==> src/rtl/alu_requester.sv <==
// Initiator side of the ALU start/finish handshake: accepts requests, issues one
// start pulse per legal op, waits for a qualified finish or a timeout, and returns a response.
module alu_requester #(
  parameter int unsigned WIDTH        = 32,
  parameter int unsigned TIMEOUT      = 64,
  parameter int unsigned FINISH_BLANK = 2
) (
  input  logic             clock,
  input  logic             reset,
  input  logic             req_valid,
  output logic             req_ready,
  input  logic [3:0]       req_opcode,
  input  logic [WIDTH-1:0] req_a,
  input  logic [WIDTH-1:0] req_b,
  output logic             rsp_valid,
  input  logic             rsp_ready,
  output logic [WIDTH-1:0] rsp_c,
  output logic             rsp_sign,
  output logic [1:0]       rsp_status,
  output logic [WIDTH-1:0] alu_a,
  output logic [WIDTH-1:0] alu_b,
  output logic [3:0]       alu_opcode,
  output logic             alu_start,
  input  logic             alu_finish,
  input  logic [WIDTH-1:0] alu_c,
  input  logic             alu_sign,
  output logic             busy
);

  localparam int unsigned CW = $clog2(TIMEOUT + 1);
  localparam int unsigned BW = (FINISH_BLANK > 0) ? $clog2(FINISH_BLANK + 1) : 1;

  localparam logic [1:0] ST_OK      = 2'b00;
  localparam logic [1:0] ST_ILLEGAL = 2'b01;
  localparam logic [1:0] ST_TIMEOUT = 2'b10;
  localparam logic [3:0] OP_FIRST_ILLEGAL = 4'hC;

  typedef enum logic [2:0] {
    S_IDLE  = 3'd0,
    S_QUIET = 3'd1,
    S_ISSUE = 3'd2,
    S_WAIT  = 3'd3,
    S_RESP  = 3'd4
  } state_t;

  state_t           state_q, state_d;
  logic [CW-1:0]    cnt_q, cnt_d, cnt_inc;
  logic [BW-1:0]    blank_q, blank_d;
  logic             qualified;
  logic [WIDTH-1:0] a_q, a_d, b_q, b_d;
  logic [3:0]       op_q, op_d;
  logic [WIDTH-1:0] c_q, c_d;
  logic             sign_q, sign_d;
  logic [1:0]       status_q, status_d;
  logic             rsp_valid_q, rsp_valid_d;
  logic             req_ready_q, req_ready_d;
  logic             start_q, start_d;
  logic             busy_q, busy_d;

  // Next-state and next-register values
  always_comb begin
    state_d   = state_q;
    cnt_d     = cnt_q;
    blank_d   = blank_q;
    a_d       = a_q;
    b_d       = b_q;
    op_d      = op_q;
    c_d       = c_q;
    sign_d    = sign_q;
    status_d  = status_q;
    cnt_inc   = (cnt_q == CW'(TIMEOUT)) ? cnt_q : cnt_q + CW'(1);
    qualified = (blank_q >= BW'(FINISH_BLANK));

    case (state_q)
      S_IDLE: begin
        if (req_valid && req_ready_q) begin
          a_d   = req_a;
          b_d   = req_b;
          op_d  = req_opcode;
          cnt_d = '0;
          if (req_opcode >= OP_FIRST_ILLEGAL) begin
            state_d  = S_RESP;
            c_d      = '0;
            sign_d   = 1'b0;
            status_d = ST_ILLEGAL;
          end else begin
            state_d = S_QUIET;
          end
        end
      end
      // A finish left over from the previous op must drop before we start
      S_QUIET: begin
        cnt_d = cnt_inc;
        if (!alu_finish) state_d = S_ISSUE;
      end
      S_ISSUE: begin
        cnt_d   = cnt_inc;
        blank_d = '0;
        state_d = S_WAIT;
      end
      S_WAIT: begin
        cnt_d = cnt_inc;
        if (!qualified) blank_d = blank_q + BW'(1);
        // A qualified finish takes priority over a coincident timeout
        if (qualified && alu_finish) begin
          state_d  = S_RESP;
          c_d      = alu_c;
          sign_d   = alu_sign;
          status_d = ST_OK;
        end else if (cnt_q == CW'(TIMEOUT)) begin
          state_d  = S_RESP;
          c_d      = '0;
          sign_d   = 1'b0;
          status_d = ST_TIMEOUT;
        end
      end
      S_RESP: begin
        if (rsp_valid_q && rsp_ready) begin
          state_d = S_IDLE;
          cnt_d   = '0;
        end
      end
      default: state_d = S_IDLE;
    endcase

    req_ready_d = (state_d == S_IDLE);
    rsp_valid_d = (state_d == S_RESP);
    start_d     = (state_d == S_ISSUE);
    busy_d      = (state_d != S_IDLE);
  end

  // State and output registers
  always_ff @(posedge clock) begin
    if (reset) begin
      state_q     <= S_IDLE;
      cnt_q       <= '0;
      blank_q     <= '0;
      a_q         <= '0;
      b_q         <= '0;
      op_q        <= '0;
      c_q         <= '0;
      sign_q      <= 1'b0;
      status_q    <= ST_OK;
      rsp_valid_q <= 1'b0;
      req_ready_q <= 1'b1;
      start_q     <= 1'b0;
      busy_q      <= 1'b0;
    end else begin
      state_q     <= state_d;
      cnt_q       <= cnt_d;
      blank_q     <= blank_d;
      a_q         <= a_d;
      b_q         <= b_d;
      op_q        <= op_d;
      c_q         <= c_d;
      sign_q      <= sign_d;
      status_q    <= status_d;
      rsp_valid_q <= rsp_valid_d;
      req_ready_q <= req_ready_d;
      start_q     <= start_d;
      busy_q      <= busy_d;
    end
  end

  assign req_ready  = req_ready_q;
  assign rsp_valid  = rsp_valid_q;
  assign rsp_c      = c_q;
  assign rsp_sign   = sign_q;
  assign rsp_status = status_q;
  assign alu_a      = a_q;
  assign alu_b      = b_q;
  assign alu_opcode = op_q;
  assign alu_start  = start_q;
  assign busy       = busy_q;

endmodule

==> config.mk <==
export PLATFORM = sky130hd
export DESIGN_NAME = alu_requester
export DESIGN_NICKNAME = d
export VERILOG_FILES = /design/src/rtl/alu_requester.sv
export SDC_FILE = /design/constraint.sdc
export NUM_CORES = 1
export LEC_CHECK = 0
export ABC_AREA = 1
export CAP_MARGIN = 20
export CORE_MARGIN = 2
export CORE_UTILIZATION = 41
export CTS_CLUSTER_DIAMETER = 120
export DETAILED_ROUTE_END_ITERATION = 10
export MAX_ROUTING_LAYER = met4
export PLACE_DENSITY = 0.77
export REMOVE_ABC_BUFFERS = 1
export SETUP_SLACK_MARGIN = 0.15
export SYNTH_ARGS = -nofsm -noshare
export SYNTH_HDL_FRONTEND = slang
export SYNTH_SLANG_ARGS = --single-unit
==> constraint.sdc <==
create_clock -name clock -period 1.5 [get_ports clock]
set_input_delay 0.45 -clock clock [delete_from_list [all_inputs] [get_ports clock]]
set_output_delay 0.45 -clock clock [all_outputs]
set_load 0.01 [all_outputs]
Word-level counts from Yosys, hierarchy flattened
Index checks and enable logic that the tools add are counted.
{"block": "totals", "in_bits": 106, "register_bits": 119, "output_inout_bits": 107}
{"block": "classes", "add_sub_neg": 2, "mux": 28, "magnitude_cmp": 2, "n_reduce_logical": 14, "n_eq_ne": 13}
{"cell": "2-to-1 mux 32 bit", "n": 4}
{"cell": "case mux 32 bit (2 select lines)", "n": 1}
{"cell": "2-to-1 mux 7 bit", "n": 3}
{"cell": "case mux 7 bit (3 select lines)", "n": 1}
{"cell": "2-to-1 mux 3 bit", "n": 6}
{"cell": "case mux 3 bit (5 select lines)", "n": 1}
{"cell": "2-to-1 mux 2 bit", "n": 5}
{"cell": "inequality test 2 bit (second input constant)", "n": 5}
{"cell": "== test 3 x 2 -> 1 bit (second input constant)", "n": 3}
{"cell": "case mux 2 bit (2 select lines)", "n": 2}
{"cell": "AND reduction 4 bit", "n": 2}
{"cell": "adder 7 x 1 -> 7 bit (second input constant)", "n": 1}
{"cell": "== test 7 bit (second input constant)", "n": 1}
{"cell": "== test 3 bit (second input constant)", "n": 2}
{"cell": "zero test 3 bit", "n": 2}
{"cell": "nonzero test 3 bit", "n": 2}
{"cell": ">= comparator 4 bit (second input constant)", "n": 1}
{"cell": "2-to-1 mux 1 bit", "n": 4}
{"cell": "AND reduction 2 bit", "n": 2}
{"cell": "nonzero test 2 bit", "n": 2}
{"cell": "== test 3 x 1 -> 1 bit (second input constant)", "n": 1}
{"cell": "logical AND 1 bit", "n": 3}
{"cell": "inequality test 3 bit (second input constant)", "n": 1}
{"cell": "OR reduction 3 bit", "n": 1}
{"cell": "3 further kinds", "n": 3}

Logic depth before layout (Yosys ltp)
{"block": "depth", "word_depth": 5, "depth_mapped": 10, "mapped_depth_nobuf": 10}

Worst setup path after synthesis
Ideal clock, no wire load.
{"block": "synth_timing", "path_type": "input to register", "start": "in req_valid", "end": "reg a_q[11] (netlist: alu_a[11])", "path_slack_ns": 0.088, "n_path_buf": 2, "stages": 6, "required_time_ns": 1.430, "t_arrival_ns": 1.342, "cell_sequence": "nand2_1 inv_2 buf_2 clkbuf_1 nand3_1 a21oi_1"}
{"block": "synth_via", "elab_chain_cells": 2}
{"element": "start, declared", "line": "10", "rtl": "input logic req_valid,"}
{"element": "logical AND 1 bit", "line": "76", "rtl": "if (req_valid && req_ready_q) begin"}
{"element": "AND reduction 2 bit (no source line)"}
{"element": "end signal, assigned", "line": "138", "rtl": "a_q <= '0;"}
{"element": "end signal, assigned", "line": "152", "rtl": "a_q <= a_d;"}
{"element": "end, declared", "line": "50", "rtl": "logic [WIDTH-1:0] a_q, a_d, b_q, b_d;"}
No other way between the ends.
A chain may end at the register's enable or synchronous reset.

Final worst setup path
{"block": "layout_timing", "start": "in req_opcode[3]", "end": "reg c_q[14] (netlist: rsp_c[14])"}
{"block": "layout_via", "elab_chain_cells": 3}
{"element": "start, declared", "line": "12", "rtl": "input logic [3:0] req_opcode,"}
{"element": ">= comparator 4 bit", "line": "81", "rtl": "if (req_opcode >= OP_FIRST_ILLEGAL) begin"}
{"element": "inequality test 2 bit (no source line)"}
{"element": "AND reduction 4 bit (no source line)"}
{"element": "end signal, assigned", "line": "141", "rtl": "c_q <= '0;"}
{"element": "end signal, assigned", "line": "155", "rtl": "c_q <= c_d;"}
{"element": "end, declared", "line": "52", "rtl": "logic [WIDTH-1:0] c_q, c_d;"}
No other way between the ends.

==> results.cfg <==
[cells_and_area]
seqCellArea_um2 = 2510
n_antenna_cell = 0
nFillCells = 744
area_growth_syn_to_layout_pct = 82.2
fin_nets = 964
final_cell_mix = nand2_1 (133), clkdlybuf4s50_1 (103), a21oi_1 (93)
design_area_um2 = 8410
drive_above_1_share_pct = 45.3
multiInputGateArea_um2 = 2240
mostFrequentLayoutCell = nand2_1

[worst_setup_path]
critPathMaxStageDelay_ns = 0.51
r2r_slack_ns = -0.04
slowest_stage = clkdlybuf4s50_1
r2r_end = rsp_c[14]
reg2reg_from = cnt_q[0]
crit_chain = clkdlybuf4s50_1, nand2_2, inv_2, nand3_1, nand2_2, nand3_4, buf_16, nand2_2, a21oi_1
worstRegToRegCells = 10
crit_path_end_kind = register
worstSetupPathType = input port to register
worst_ep_arrival_time_ns = 1.83
worst-path-buf-inv = 3
startpoint_type = input port
cp_top_family = buffers and inverters
crit_required_ns = 1.78
critical_path.max_fanout = 7
path_common_cell = nand2_2

[yosys]
synthMuxAreaShare_pct = 0
synth_top_family_by_area = simple AND/OR/NAND/NOR gates
synth_xor_area_share_pct = 0
synth_simple_gate_area_share_pct = 28.5
synth_cell_type_count = 24
synth_fa_ha_area_share_pct = 0.813
syn_avg_cell_area_um2 = 7.71
netlist_instances = 599
seq_area_frac_synth_pct = 51.6
synth_compound_area_share_pct = 12.3
yosysWarnings = 0
yosys_register_bits = 119
syn_area_um2 = 4620

[placed_design]
routabilityCongestion = 0.825
dpl.hpwl_um = 10500
place_area_um2 = 6980
port_buffers = 212

[sta]
max_slew_margin_pct = 78.0
worst_slew_pin_slew_ns = 0.330
worst_slack_ns = -0.0463
finalSetupViolations = 34
grt_setup_unrepaired = true
clock.fmax_ghz = 0.647
slew_violations = 0
fin_skew_ns = 0.00697
hold_viol_final = 0
layout_min_cycle_time_ns = 1.55
fin_crit_sh_pct = 103

[clocking]
clk_pin_slew_ns = 0.05
numClockSinks = 119
clock_latency_ns = 0.42
cts_buffers = 17
cts.path.max_buffers = 2
htreeDepth = 4
cts_tree = yes
cts-root-buf = clkbuf_16

[drt]
drc_errors = 0
vias_per_cell = 5.27
drt_iter0_drc = 419
wire_per_inst_um = 18.4
first_pass_iters = 4
final_antenna_net_count = 0
wl_um = 18600
vias = 5310

[status]
violations = setup timing
status = finished with violations

[floorplanning]
fp-row-count = 38
die_area_um2 = 12100
start_util_pct = 42.2
die_width_um = 110
die_h_um = 110
core-area_um2 = 10900
pin_count = 213

[global_routing]
grt_pass1_wl_um = 24400
grt_max_degree = 57
grt_use_total_pct = 27.0
grt_pass1_vias = 4981
gr-total-overflow = 0
antenna_found_initial = 0

[pwr]
power_uw = 12300
p_leak_uw = 0.00356
p_per_area_nw_per_um2 = 1460
vdd_ir_drop_max_mv = 0.767

[hold_path]
hold_depth = 2
min_path_type = input port to register
worstHoldEndpoint = rsp_status[1]
hold_path_startpoint = reset

[flow_run]
drv_cap = 0
## through the flow
step / setup slack (ns) / utilization (%) / cells / hold WS [ns] / TNS, ns
2_1_floorplan: -0.937 / - / 559 / 0.437 / -66.85
3_3_place_gp: -0.309 / 63.9 / 938 / 0.445 / -30.45
3_5_place_dp: -0.368 / 63.9 / 938 / 0.451 / -33.68
4_1_cts: 0.0105 / 69.2 / 983 / 0.301 / 0
5_1_grt: -0.112 / 76.9 / 1007 / 0.311 / -3.08
6_report: -0.0463 / 76.9 / 1007 / 0.317 / -0.798
## worst max-delay path by stage
stage,slack (ns),depth (start not counted),endpoint,startpoint
3_3_place_gp,-0.31,9,rsp_c[5],alu_finish
2_1_floorplan,-0.94,6,alu_a[0],state_q[0]
5_1_grt,-0.11,10,rsp_c[14],cnt_q[0]
6_report,-0.05,9,rsp_c[14],req_opcode[3]
4_1_cts,0.01,10,rsp_c[25],cnt_q[0]
3_5_place_dp,-0.37,9,rsp_c[13],alu_finish
## report_power, final
group | internal, uW | total [uW] | leakage (uW) | switching (uW)
registers | 3570 | 3790 | 0.00101 | 222
clock network | 2890 | 4300 | 0.000306 | 1410
logic | 2110 | 4180 | 0.00224 | 2070
total | 8560 | 12300 | 0.00356 | 3710
## area by class of cell
cell class                      instances  area share, %
Timing Repair Buffer                  276           32.8
Sequential cell                       119           29.9
Multi-Input combinational cell        416           26.6
Clock buffer                           22           5.64
Tap cell                              140           2.08
Clock inverter                          9           1.75
Inverter                               25           1.19
## flip-flops by register name, summed over array words and instances, names as in the netlist, 2 cells and up
register    count
alu_a          32
cnt_q           7
alu_opcode      4
alu_b          32
rsp_c          32
state_q         3
blank_q         2
rsp_status      2
## layer usage
layer,track usage [%],up-vias,wire length [um]
li1,-,2496,-
met1,28.4,2509,6700
met2,46.9,244,9640
met3,7.76,61,1510
met4,12.2,0,722
met5,-,-,0
## synth_stat cells, drive strengths merged
| library cell | count | area share, % |
|---|---|---|
| nand2 | 176 | 14 |
| dfxtp | 119 | 52 |
| a21oi | 111 | 12 |
| nand3 | 92 | 11 |
| inv | 24 | 2.0 |
| nor2 | 24 | 2.3 |
| buf | 23 | 3.4 |
| clkbuf | 17 | 1.4 |
| nand3b | 4 | 0.65 |
| ha | 3 | 0.81 |
| nand4 | 2 | 0.27 |
| a211oi | 1 | 0.16 |
| clkinv | 1 | 0.11 |
| o21ai | 1 | 0.11 |
| or2 | 1 | 0.14 |
## repair_timing
| action | CTS | global route |
|---|---|---|
| gates cloned | 5 | 10 |
| hold buffers | 0 | 0 |
| resized for setup | 518 | 180 |
| endpoints found under the setup margin | 222 | 183 |
| setup buffers | 9 | 14 |
| hold endpoints to repair | 0 | 0 |
| pin swaps | 9 | 24 |
## cell families after synthesis
family / Yosys count
AND/OR/NAND/NOR: 299
flip-flops: 119
AO/OA/AOI/OAI: 113
buffers and inverters: 65
adder cells (fa/ha/maj): 3
(Power assumes the default switching activity.)
